### src/rtl/quad_pkg.sv
// Shared constants, state encoding and input bundle for the quad motor mixer.
// Imported by pd_motor_mixer and motor_sat.
package quad_pkg;

  localparam int SPD_W = 11;
  localparam int SUM_W = 14;
  localparam int THR_W = 9;
  localparam int PT_W  = 10;
  localparam int DT_W  = 12;

  localparam logic [SPD_W-1:0] MIN_RUN   = 11'h2C0;
  localparam logic [SPD_W-1:0] CAL_SPEED = 11'h290;

  typedef enum logic [2:0] {
    IDLE,
    FRNT,
    BCK,
    LFT,
    RGHT
  } mix_state_t;

  typedef struct packed {
    logic        [THR_W-1:0] thrst;
    logic signed [PT_W-1:0]  ptch_p;
    logic signed [PT_W-1:0]  roll_p;
    logic signed [PT_W-1:0]  yaw_p;
    logic signed [DT_W-1:0]  ptch_d;
    logic signed [DT_W-1:0]  roll_d;
    logic signed [DT_W-1:0]  yaw_d;
  } bank_t;

  function automatic logic signed [SUM_W-1:0] sx_p(
    input logic [PT_W-1:0] v
  );
    return {{(SUM_W-PT_W){v[PT_W-1]}}, v};
  endfunction

  function automatic logic signed [SUM_W-1:0] sx_d(
    input logic [DT_W-1:0] v
  );
    return {{(SUM_W-DT_W){v[DT_W-1]}}, v};
  endfunction

endpackage

### src/rtl/motor_sat.sv
// Clips a signed mixer sum into the unsigned motor speed range.
// Negative sums floor at zero, large sums pin at full scale.
module motor_sat
  import quad_pkg::*;
(
  input  logic signed [SUM_W-1:0] sum,
  output logic        [SPD_W-1:0] spd
);

  localparam logic signed [SUM_W-1:0] SPD_MAX =
    SUM_W'((1 << SPD_W) - 1);

  always_comb begin
    spd = sum[SPD_W-1:0];
    if (sum[SUM_W-1])
      spd = '0;
    else if (sum > SPD_MAX)
      spd = '1;
  end

endmodule

### src/rtl/pd_motor_mixer.sv
// Time-multiplexed quad mixer: one shared adder/clip computes one motor
// per cycle, then all four speeds publish together on the RGHT edge.
module pd_motor_mixer
  import quad_pkg::*;
(
  input  logic                    clk,
  input  logic                    rst,
  input  logic                    vld,
  input  logic [THR_W-1:0]        thrst,
  input  logic signed [PT_W-1:0]  ptch_pterm,
  input  logic signed [PT_W-1:0]  roll_pterm,
  input  logic signed [PT_W-1:0]  yaw_pterm,
  input  logic signed [DT_W-1:0]  ptch_dterm,
  input  logic signed [DT_W-1:0]  roll_dterm,
  input  logic signed [DT_W-1:0]  yaw_dterm,
  input  logic                    inertial_cal,
  output logic [SPD_W-1:0]        frnt_spd,
  output logic [SPD_W-1:0]        bck_spd,
  output logic [SPD_W-1:0]        lft_spd,
  output logic [SPD_W-1:0]        rght_spd,
  output logic                    spd_vld,
  output logic                    busy
);

  mix_state_t state;
  bank_t      cur;
  bank_t      wrk;
  bank_t      shd;
  logic       pend;

  logic [SPD_W-1:0] frnt_stg;
  logic [SPD_W-1:0] bck_stg;
  logic [SPD_W-1:0] lft_stg;

  logic              use_ptch;
  logic              ax_neg;
  logic [PT_W-1:0]   ax_p;
  logic [DT_W-1:0]   ax_d;
  logic signed [SUM_W-1:0] base;
  logic signed [SUM_W-1:0] ax;
  logic signed [SUM_W-1:0] yw;
  logic signed [SUM_W-1:0] s1;
  logic signed [SUM_W-1:0] sum;
  logic [SPD_W-1:0]  clip;

  assign cur = '{
    thrst:  thrst,
    ptch_p: ptch_pterm,
    roll_p: roll_pterm,
    yaw_p:  yaw_pterm,
    ptch_d: ptch_dterm,
    roll_d: roll_dterm,
    yaw_d:  yaw_dterm
  };

  // Front/back use pitch and subtract yaw; left/right use roll, add yaw.
  always_comb begin
    use_ptch = (state == FRNT) || (state == BCK);
    ax_neg   = (state == BCK) || (state == RGHT);
    ax_p     = use_ptch ? wrk.ptch_p : wrk.roll_p;
    ax_d     = use_ptch ? wrk.ptch_d : wrk.roll_d;
    base     = SUM_W'(MIN_RUN) + SUM_W'(wrk.thrst);
    ax       = sx_p(ax_p) + sx_d(ax_d);
    yw       = sx_p(wrk.yaw_p) + sx_d(wrk.yaw_d);
    s1       = ax_neg ? (base - ax) : (base + ax);
    sum      = use_ptch ? (s1 - yw) : (s1 + yw);
  end

  motor_sat u_sat (
    .sum (sum),
    .spd (clip)
  );

  always_ff @(posedge clk or posedge rst) begin
    if (rst) begin
      state    <= IDLE;
      wrk      <= '0;
      shd      <= '0;
      pend     <= 1'b0;
      frnt_stg <= '0;
      bck_stg  <= '0;
      lft_stg  <= '0;
      frnt_spd <= '0;
      bck_spd  <= '0;
      lft_spd  <= '0;
      rght_spd <= '0;
      spd_vld  <= 1'b0;
      busy     <= 1'b0;
    end else begin
      spd_vld <= 1'b0;
      if (vld && (state == FRNT || state == BCK || state == LFT)) begin
        shd  <= cur;
        pend <= 1'b1;
      end
      unique case (state)
        IDLE: begin
          if (vld) begin
            wrk   <= cur;
            state <= FRNT;
            busy  <= 1'b1;
          end
        end
        FRNT: begin
          frnt_stg <= clip;
          state    <= BCK;
        end
        BCK: begin
          bck_stg <= clip;
          state   <= LFT;
        end
        LFT: begin
          lft_stg <= clip;
          state   <= RGHT;
        end
        RGHT: begin
          frnt_spd <= inertial_cal ? CAL_SPEED : frnt_stg;
          bck_spd  <= inertial_cal ? CAL_SPEED : bck_stg;
          lft_spd  <= inertial_cal ? CAL_SPEED : lft_stg;
          rght_spd <= inertial_cal ? CAL_SPEED : clip;
          spd_vld  <= 1'b1;
          if (vld || pend) begin
            wrk   <= vld ? cur : shd;
            pend  <= 1'b0;
            state <= FRNT;
          end else begin
            state <= IDLE;
            busy  <= 1'b0;
          end
        end
        default: begin
          state <= IDLE;
          busy  <= 1'b0;
        end
      endcase
    end
  end

endmodule

### config.mk
export PLATFORM = sky130hd
export DESIGN_NAME = pd_motor_mixer
export DESIGN_NICKNAME = d
export VERILOG_FILES = /design/src/rtl/quad_pkg.sv /design/src/rtl/motor_sat.sv /design/src/rtl/pd_motor_mixer.sv
export SDC_FILE = /design/constraint.sdc
export NUM_CORES = 1
export LEC_CHECK = 0
export BUFFER_PORTS_ARGS = -buffer_cell sky130_fd_sc_hd__buf_2
export CORE_MARGIN = 8
export CORE_UTILIZATION = 35
export DETAILED_ROUTE_END_ITERATION = 6
export PLACE_DENSITY = 0.57
export SLEW_MARGIN = 20
export SYNTH_ARGS = -nofsm -noshare
export SYNTH_HDL_FRONTEND = slang
export SYNTH_SLANG_ARGS = --single-unit
### constraint.sdc
create_clock -name clk -period 9.4 [get_ports clk]
set_input_delay 0.94 -clock clk [delete_from_list [all_inputs] [get_ports clk]]
set_output_delay 0.94 -clock clk [all_outputs]
set_load 0.02 [all_outputs]
==> reports/qor.log <==
qor: worst_setup_path.critical_path_required 9.79 ns
qor: synthesis.yosysWarningCount 0
qor: synthesis.synthDistinctLibCells 68
qor: grt.antenna_found_initial 0
qor: finish.num_antenna_cells 0
qor: synthesis.synth_xor_xnor_area_share 3.777%
qor: placed_design.placement.io_buffers 124
qor: clock_network.cts-buffers-inserted 27
qor: sta.postLayoutSetupSlackWorst 1.511 ns
qor: clock_network.ctsHtreeMaxLevel 1
qor: routing.drt-wirelength-per-cell 16.25 um
qor: synthesis.synth-seq-area-share 45.83%
qor: grt.grt_use_met1 19.73%
qor: finish.nNetsFinal 1528
qor: run_status.result_of_the_run completed
qor: floorplanning.dieHeight 206.6 um
qor: floorplanning.placementRows 70
qor: routing.number_of_drc_violations_after_detailed_routing 0
qor: grt.gr-usage-met2 22.39%
qor: placed_design.routabilityCongestion 0.8282
qor: worst_setup_path.r2r_setup_slack 1.51 ns
qor: sta.timing.final.setup_violations 0
qor: routing.vias_per_cell 5.026
qor: floorplanning.die-width 206.6 um
qor: synthesis.syn_area 12720 sq um
qor: sta.period_needed 7.889 ns
qor: synthesis.synth-seq-cells 233
qor: sta.timing.setup.tns 0 ns
qor: sta.worst_pin_slew 0.9943 ns
qor: synthesis.synth_top_family_by_area simple AND/OR/NAND/NOR gates
qor: placed_design.dp_hpwl 22.18 mm
qor: routing.antenna_violating_nets_post_route 0
qor: synthesis.synth_compound_area_share 13.76%
qor: worst_setup_path.worstPathMaxFanout 30
qor: synthesis.synthMuxAreaShare 12.71%
qor: floorplanning.floorplan.core_area 36170 sq um
qor: floorplanning.fp.dieArea 42700 sq um
qor: synthesis.asyncSetResetFlopFracSynth 100.0%
qor: placed_design.place_ws 1.556 ns
qor: synthesis.syn_inst 1296
qor: hold_path.hold_path.class in2async
qor: sta.rsz0062_at_grt no
qor: finish.syn_to_final_growth 14.92%
qor: sta.fin_crit_sh 83.92%
qor: sta.timing_hold_violations_final 0
qor: grt.globalRoute.busiestLayer met2
qor: grt.first_global_vias 9283
qor: sta.slew_headroom 33.71%
qor: worst_setup_path.critPathMaxStageDelay 0.56 ns
qor: clock_network.cts_resized 0
qor: grt.wire_length_of_the_first_global_routing_pass 49.18 mm
qor: clock_network.insertion_delay 0.55 ns
qor: synthesis.postSynth.topFlopCell sky130_fd_sc_hd__dfrtp_1
qor: sta.report.final.slew_viol_count 0
qor: clock_network.hold_buffers 0
qor: floorplanning.design.portCount 125
qor: clock_network.post_cts_buffers 0
qor: worst_setup_path.arrival 8.28 ns
qor: run.max_capacitance_violation_count 0
qor: synthesis.post_synth_fa_ha_maj_area_fraction 5.744%
qor: grt.gr-total-overflow 0
qor: clock_network.tritoncts built
qor: routing.firstDrtPassIters 5
qor: synthesis.postSynthAreaPerCell 9.816 sq um
qor: sta.max_freq 126.8 MHz
qor: synthesis.postSynthNetCount 1431
qor: worst_setup_path.slowest_stage sky130_fd_sc_hd__nand2_1
qor: grt.grt_start_max_net_pins 86
qor: routing.detail_route.wirelength 30.57 mm
qor: clock_network.cts.sinks 233
qor: finish.drive_gt1_share 19.75%
qor: worst_setup_path.critical_path_class reg2reg
qor: grt.use_met3 2.591%
qor: clock_network.clkTransAtPathRegs 0.06 ns
qor: sta.worst_clock_skew 0.009638 ns
qor: grt.grtUsageTotal 14.17%
qor: synthesis.synth_simple_gate_area_share 15.13%
qor: clock_network.maximum_clock_path_buffer_count 3
qor: clock_network.clock_tree.root_cell sky130_fd_sc_hd__clkbuf_16
qor: synthesis.synth_edf_count 0
qor: sta.hold-worst-slack 0.4566 ns
qor: worst_setup_path.worst_setup_path_end_kind register
qor: routing.drt_first_iter_violations 528
qor: worst_setup_path.worst_setup_path_start_kind register
qor: floorplanning.initial_utilization 35.17%
qor: routing.via_count 9454
==> placed cells by master, fill, tap and decap left out, drive strengths merged, types with 3 or more instances in the layout <==
cell,synthesis,layout
dfrtp,233,233
nand2,208,208
nor2,135,135
buf,14,135
a21oi,113,113
mux2i,76,76
mux2,76,76
ha,52,52
o21ai,48,48
clkbuf,53,41
o31ai,34,34
xnor2,30,30
nand3b,28,28
inv,27,28
xor2,24,24
nor2b,12,12
nor3,12,12
a211oi,11,11
o41ai,9,9
o21a,8,8
nand3,8,8
clkinv,1,7
a31oi,6,6
a21o,5,5
or3,5,5
o211ai,5,5
a221oi,5,5
nand2b,4,4
a21boi,4,4
a2bb2oi,4,4
and2,4,4
nor4,4,4
fa,4,4
nor3b,4,4
o2111ai,3,3
and3,3,3
o21bai,3,3
==> critical path: cells and delay by family (launching register included) <==
family	cells	cell delay [ns]
AO/OA/AOI/OAI	9	1.87
XOR/XNOR	5	1.30
adder cells (fa/ha/maj)	3	1.00
buffers and inverters	4	1.13
flip-flops	1	0.51
AND/OR/NAND/NOR	10	1.88
==> metal layers <==
layer  routed length [um]  vias to the layer above  part of all wire (%)
li1                     -                     4736                     -
met1                14710                     4509                    48
met2                13740                      171                    45
met3                 1447                       38                   4.7
met4                  664                        0                   2.2
met5                    0                        -                     0
==> stage by stage <==
step | utilization (%) | cell area, sq um | std cells
after floorplan | - | 12720 | 1296
after global placement | 38.06 | 13770 | 1832
after detailed placement | 38.06 | 13770 | 1832
after CTS | 40.39 | 14610 | 1881
after global routing | 40.42 | 14620 | 1881
final | 40.42 | 14620 | 1881
==> area by class of cell <==
cell class,count,area [sq um]
clock inverter,8,46.29
sequential,233,5831
multi-input combinational,968,6539
tap,468,585.6
clock buffer,41,798.3
inverter,28,112.6
fill,3615,21550
timing repair buffer,135,706.9
==> logic make-up after synthesis <==
kind of cell             after synthesis
AO/OA/AOI/OAI                        268
XOR/XNOR                              54
multiplexers                         152
AND/OR/NAND/NOR                      438
flip-flops                           233
buffers and inverters                 95
adder cells (fa/ha/maj)               56
==> worst paths after layout <==
path                            startpoint          to  depth (start not counted)
worst max-delay path              state[2]  lft_stg[1]                         31
worst min register to register  lft_spd[9]  lft_spd[9]                          2
worst min-delay path                   rst      shd[0]                          2
min in group clk                lft_spd[9]  lft_spd[9]                          2
max in group asynchronous              rst     shd[65]                          3
worst max register to register    state[2]  lft_stg[1]                         31
==> synth_stat cells (5+ instances only) <==
cell / n / share of area [%]
sky130_fd_sc_hd__mux2i_1: 76 / 6.0
sky130_fd_sc_hd__o31ai_1: 33 / 1.9
sky130_fd_sc_hd__ha_1: 52 / 5.1
sky130_fd_sc_hd__inv_1: 27 / 0.80
sky130_fd_sc_hd__a211oi_1: 9 / 0.53
sky130_fd_sc_hd__dfrtp_1: 233 / 46
sky130_fd_sc_hd__nand3b_1: 28 / 1.7
sky130_fd_sc_hd__xnor2_1: 29 / 2.0
sky130_fd_sc_hd__clkbuf_1: 53 / 1.6
sky130_fd_sc_hd__nor2_1: 135 / 4.0
sky130_fd_sc_hd__nand3_1: 8 / 0.31
sky130_fd_sc_hd__o41ai_1: 5 / 0.34
sky130_fd_sc_hd__a21o_1: 5 / 0.30
sky130_fd_sc_hd__a31oi_1: 6 / 0.30
sky130_fd_sc_hd__buf_1: 9 / 0.27
sky130_fd_sc_hd__o21a_1: 8 / 0.47
sky130_fd_sc_hd__mux2_2: 76 / 6.7
sky130_fd_sc_hd__or3_1: 5 / 0.25
sky130_fd_sc_hd__nor3_1: 12 / 0.47
sky130_fd_sc_hd__nor2b_1: 12 / 0.59
sky130_fd_sc_hd__a21oi_1: 112 / 4.4
sky130_fd_sc_hd__o21ai_0: 46 / 1.8
sky130_fd_sc_hd__xor2_1: 24 / 1.7
sky130_fd_sc_hd__nand2_1: 208 / 6.1
==> state kept, by name, summed over array words and instances (netlist names) <==
| signal | count |
|---|---|
| frnt_spd | 11 |
| wrk | 75 |
| frnt_stg | 11 |
| busy | 1 |
| lft_stg | 11 |
| spd_vld | 1 |
| bck_spd | 11 |
| lft_spd | 11 |
| shd | 75 |
| bck_stg | 11 |
| pend | 1 |
| rght_spd | 11 |
| state | 3 |
Power is not shown: default switching activity piles up to over one toggle a cycle in this logic, so the estimate is an artifact.
